**config.mk**
```make
export PLATFORM = sky130hd
export DESIGN_NAME = reg_queue
export DESIGN_NICKNAME = d
export VERILOG_FILES = /design/src/rtl/reg_queue.sv
export SDC_FILE = /design/constraint.sdc
export NUM_CORES = 1
export LEC_CHECK = 0
export ABC_AREA = 0
export BUFFER_PORTS_ARGS = -buffer_cell sky130_fd_sc_hd__clkbuf_2
export CAP_MARGIN = 10
export CORE_ASPECT_RATIO = 0.6
export CORE_MARGIN = 4
export CORE_UTILIZATION = 61
export DETAILED_ROUTE_END_ITERATION = 10
export PLACE_DENSITY = 0.84
export RECOVER_POWER = 100
export REMOVE_ABC_BUFFERS = 1
export SLEW_MARGIN = 20
export SYNTH_ARGS = -nofsm -noshare
export SYNTH_HDL_FRONTEND = slang
export SYNTH_SLANG_ARGS = --single-unit
```
**constraint.sdc**
```tcl
create_clock -name clk -period 5 [get_ports clk]
set_input_delay 0.25 -clock clk [delete_from_list [all_inputs] [get_ports clk]]
set_output_delay 0.25 -clock clk [all_outputs]
set_load 0.01 [all_outputs]
```
**src/rtl/reg_queue.sv**
```systemverilog
// rtl/reg_queue.sv - first-word fall-through circular queue with sticky overflow/underflow flags
module reg_queue #(
    parameter int WIDTH = 65,
    parameter int DEPTH = 4
) (
    input  logic                       clk,
    input  logic                       reset,
    input  logic                       writeEnable,
    input  logic [WIDTH-1:0]           data_in,
    input  logic                       readEnable,
    input  logic                       flush,
    output logic [WIDTH-1:0]           data_out,
    output logic                       full,
    output logic                       empty,
    output logic [$clog2(DEPTH):0]     count,
    output logic                       overflow,
    output logic                       underflow
);

    localparam int AW = $clog2(DEPTH);
    localparam int CW = AW + 1;
    localparam logic [CW-1:0] DEPTH_C = CW'(DEPTH);

    logic [WIDTH-1:0] mem [DEPTH];
    logic [AW-1:0]    wr_ptr;
    logic [AW-1:0]    rd_ptr;
    logic             push_ok;
    logic             pop_ok;

    assign full  = (count == DEPTH_C);
    assign empty = (count == '0);

    // A push into a full queue still lands when a pop frees the head slot on the same edge.
    assign pop_ok  = readEnable && !empty;
    assign push_ok = writeEnable && (!full || readEnable);

    assign data_out = empty ? '0 : mem[rd_ptr];

    always_ff @(posedge clk) begin
        if (reset || flush) begin
            wr_ptr    <= '0;
            rd_ptr    <= '0;
            count     <= '0;
            overflow  <= 1'b0;
            underflow <= 1'b0;
        end else begin
            if (push_ok) begin
                wr_ptr <= wr_ptr + 1'b1;
            end
            if (pop_ok) begin
                rd_ptr <= rd_ptr + 1'b1;
            end
            case ({push_ok, pop_ok})
                2'b10:   count <= count + 1'b1;
                2'b01:   count <= count - 1'b1;
                default: count <= count;
            endcase
            if (writeEnable && !push_ok) begin
                overflow <= 1'b1;
            end
            if (readEnable && empty) begin
                underflow <= 1'b1;
            end
        end
    end

    // Storage is never reset; empty masks stale words on data_out.
    always_ff @(posedge clk) begin
        if (!reset && !flush && push_ok) begin
            mem[wr_ptr] <= data_in;
        end
    end

endmodule

```
==> impl_metrics.ini <==
[cts]
clock_latency_ns = 0.50
ctsHtreeMaxLevel = 1
cts_resized = 0
path_clk_slew_ns = 0.07
clockBufferDepth = 3
cts_root_buffer = clkbuf_16
cts_inserted_buffers = 24
cts_tree = built
cts_sinks = 271

[critical_path]
cp.arrival_ns = 3.45
crit_type = flop to output pin
startpoint_type = flop
cp_max_fo = 28
reg2reg_slack_ns = 2.10
crit_required_ns = 4.75
end_kind = output pin

[grt]
grt_max_degree = 73
grt_pass1_wl_um = 31500
grt_pass1_vias = 5521
grtUsageTotal_pct = 21.6
antenna_found_initial = 1
overflow = 0

[drt]
antenna_left = 0
vias = 5358
wl_per_cell_um = 21.8
wl_um = 20300
via_per_inst = 5.76
firstDrtPassIters = 5
drtIter0Drc = 593
drc = 0

[worst_hold_path]
holdCritPathClass = input port to flop

[yosys]
ys_warn_count = 0
syn_area_per_cell_um2 = 21.8
synth_cells = 476
synth_cell_type_count = 25
syn_area_um2 = 10400
synth_seq_area_share_pct = 77.4
synth_seq_cells = 271

[floorplan]
fp.dieArea_um2 = 19200
core-area_um2 = 16400
die_h_um = 109
die_w_um = 176
row_count = 36
io_pins = 142
start_util_pct = 63.1

[timing]
drv_slew = 330
rsz0062_at_grt = no
setup-violations-final = 0
finClkSkew_ns = 0.00544
slew_headroom_pct = -19.4
max_slew.worst_pin.slew_ns = 1.79
fmax_mhz = 270
tns_ns = 0
min_period_ns = 3.70
period_share_pct = 74.1
finalHoldViolCount = 0

[power_and_ir_drop]
total_power_mw = 4.47
power.leakage_nw = 3.86
irDropWorstVdd_uv = 297
power_density_nw_per_um2 = 359

[cells_and_area]
multiInputGateArea_um2 = 2180
area_growth_pct = 20.1
fillers = 963
nets = 764
design_area_um2 = 12500
drive_gt1_share_pct = 16.8
seqCellArea_um2 = 8030

[placed_design]
gp_congestion = 0.723
postPlaceCellArea_um2 = 11300
io_buffers = 141
dp_hpwl_um = 11400

[job]
cap_violations = 5

[status]
status = finished with violations
violations = capacitance limit, slew limit
[metal layers]
metal / GRT usage, % / share of wire, % / vias up
met4: 4.69 / 1.9 / 0
met5: 0 / 0 / -
met3: 6.10 / 9.5 / 35
met1: 32.3 / 42 / 2722
li1: - / - / 2347
met2: 32.7 / 47 / 254
[power by group]
| part | switching [mW] | leakage [nW] | internal (mW) |
|---|---|---|---|
| clock | 0.747 | 0.357 | 0.952 |
| combinational | 0.141 | 1.06 | 0.108 |
| sequential | 0.0112 | 2.44 | 2.51 |
| total | 0.900 | 3.86 | 3.57 |
[Yosys cell counts (all sizes together)]
| cell type | count | area share (%) |
|---|---|---|
| inv | 8 | 0.29 |
| buf | 14 | 1.0 |
| mux4 | 65 | 14 |
| nand2 | 1 | 0.036 |
| or3 | 3 | 0.18 |
| nor3 | 1 | 0.16 |
| and2b | 1 | 0.072 |
| clkbuf | 8 | 0.29 |
| fa | 1 | 0.19 |
| and3 | 4 | 0.24 |
| nor4b | 1 | 0.084 |
| a31oi | 1 | 0.060 |
| nor2 | 8 | 0.29 |
| nand3 | 2 | 0.096 |
| nor2b | 64 | 3.9 |
| xor2 | 2 | 0.17 |
| edfxtp | 260 | 75 |
| or2 | 1 | 0.060 |
| o21ai | 5 | 0.24 |
| dfxtp | 11 | 2.1 |
| or4b | 1 | 0.096 |
| nor3b | 1 | 0.072 |
| a21oi | 8 | 0.39 |
| ha | 5 | 0.60 |
[path summary, 6_finish.rpt]
| check | start | endpoint | cells after the start |
|---|---|---|---|
| worst max-delay path | flop | data_out[16] | 5 |
| worst min-delay path | writeEnable | wr_ptr[1] | 3 |
| worst max register to register | count[0] | mem[0][10] | 3 |
| worst min register to register | overflow | overflow | 2 |
[what timing repair did]
action	4_1_cts	5_1_grt
hold endpoints to repair	256	0
endpoints found under the setup margin	0	0
hold buffers	64	0
buffers inserted	0	0
[layout make-up]
| cell class | instances | share of cell area, % |
|---|---|---|
| Timing Repair Buffer | 208 | 9.64 |
| Tap cell | 228 | 2.29 |
| Sequential cell | 271 | 64.5 |
| Inverter | 8 | 0.241 |
| Multi-Input combinational cell | 175 | 17.5 |
| Antenna cell | 1 | 0.0201 |
| Clock buffer | 32 | 5.47 |
| Clock inverter | 8 | 0.311 |
[flip-flops by register name, indices dropped and copies added (netlist names), named ones only]
register / count
wr_ptr: 2
count: 3
overflow: 1
mem: 260
underflow: 1
rd_ptr: 2
[worst max-delay path, stage by stage, from the launching register on]
cell	delay (ns)
dfxtp_4	0.63
clkbuf_2	0.91
buf_4	0.49
mux4_2	0.55
nor2b_1	0.16
clkbuf_1	0.19
[cells by family after synthesis]
| kind of cell | after synthesis | share of synthesized area [%] |
|---|---|---|
| compound gates | 14 | 0.687 |
| xor+xnor | 2 | 0.169 |
| fa+ha+maj | 6 | 0.796 |
| buf+inv | 30 | 1.62 |
| flops | 271 | 77.4 |
| mux | 65 | 14.1 |
| simple gates | 88 | 5.25 |
[placed cells by master (no fill, tap or decap), types with 2 or more instances in the layout]
master,count
and3_2,4
o21ai_0,5
mux4_2,65
a21oi_1,8
ha_1,5
buf_4,2
or3_1,3
nor2b_1,64
clkbuf_2,10
nand3_1,2
clkinv_2,3
dlygate4sd3_1,64
clkbuf_8,3
xor2_1,2
inv_1,8
dfxtp_1,9
clkbuf_1,136
clkinv_1,4
edfxtp_1,260
clkbuf_16,25
nor2_1,8
[per-stage QoR]
| step | setup WS (ns) | utilization, % | std cells | hold slack (ns) |
|---|---|---|---|---|
| floorplan | 1.14 | - | 454 | 0.349 |
| global placement | 2.30 | 68.6 | 825 | 0.447 |
| detailed placement | 2.21 | 68.6 | 825 | 0.470 |
| CTS | 1.72 | 76.8 | 929 | 0.000757 |
| global route | 0.946 | 75.8 | 931 | 0.0421 |
| finish | 1.30 | 75.8 | 931 | 0.0690 |
Power figures use the tool's default switching activity.
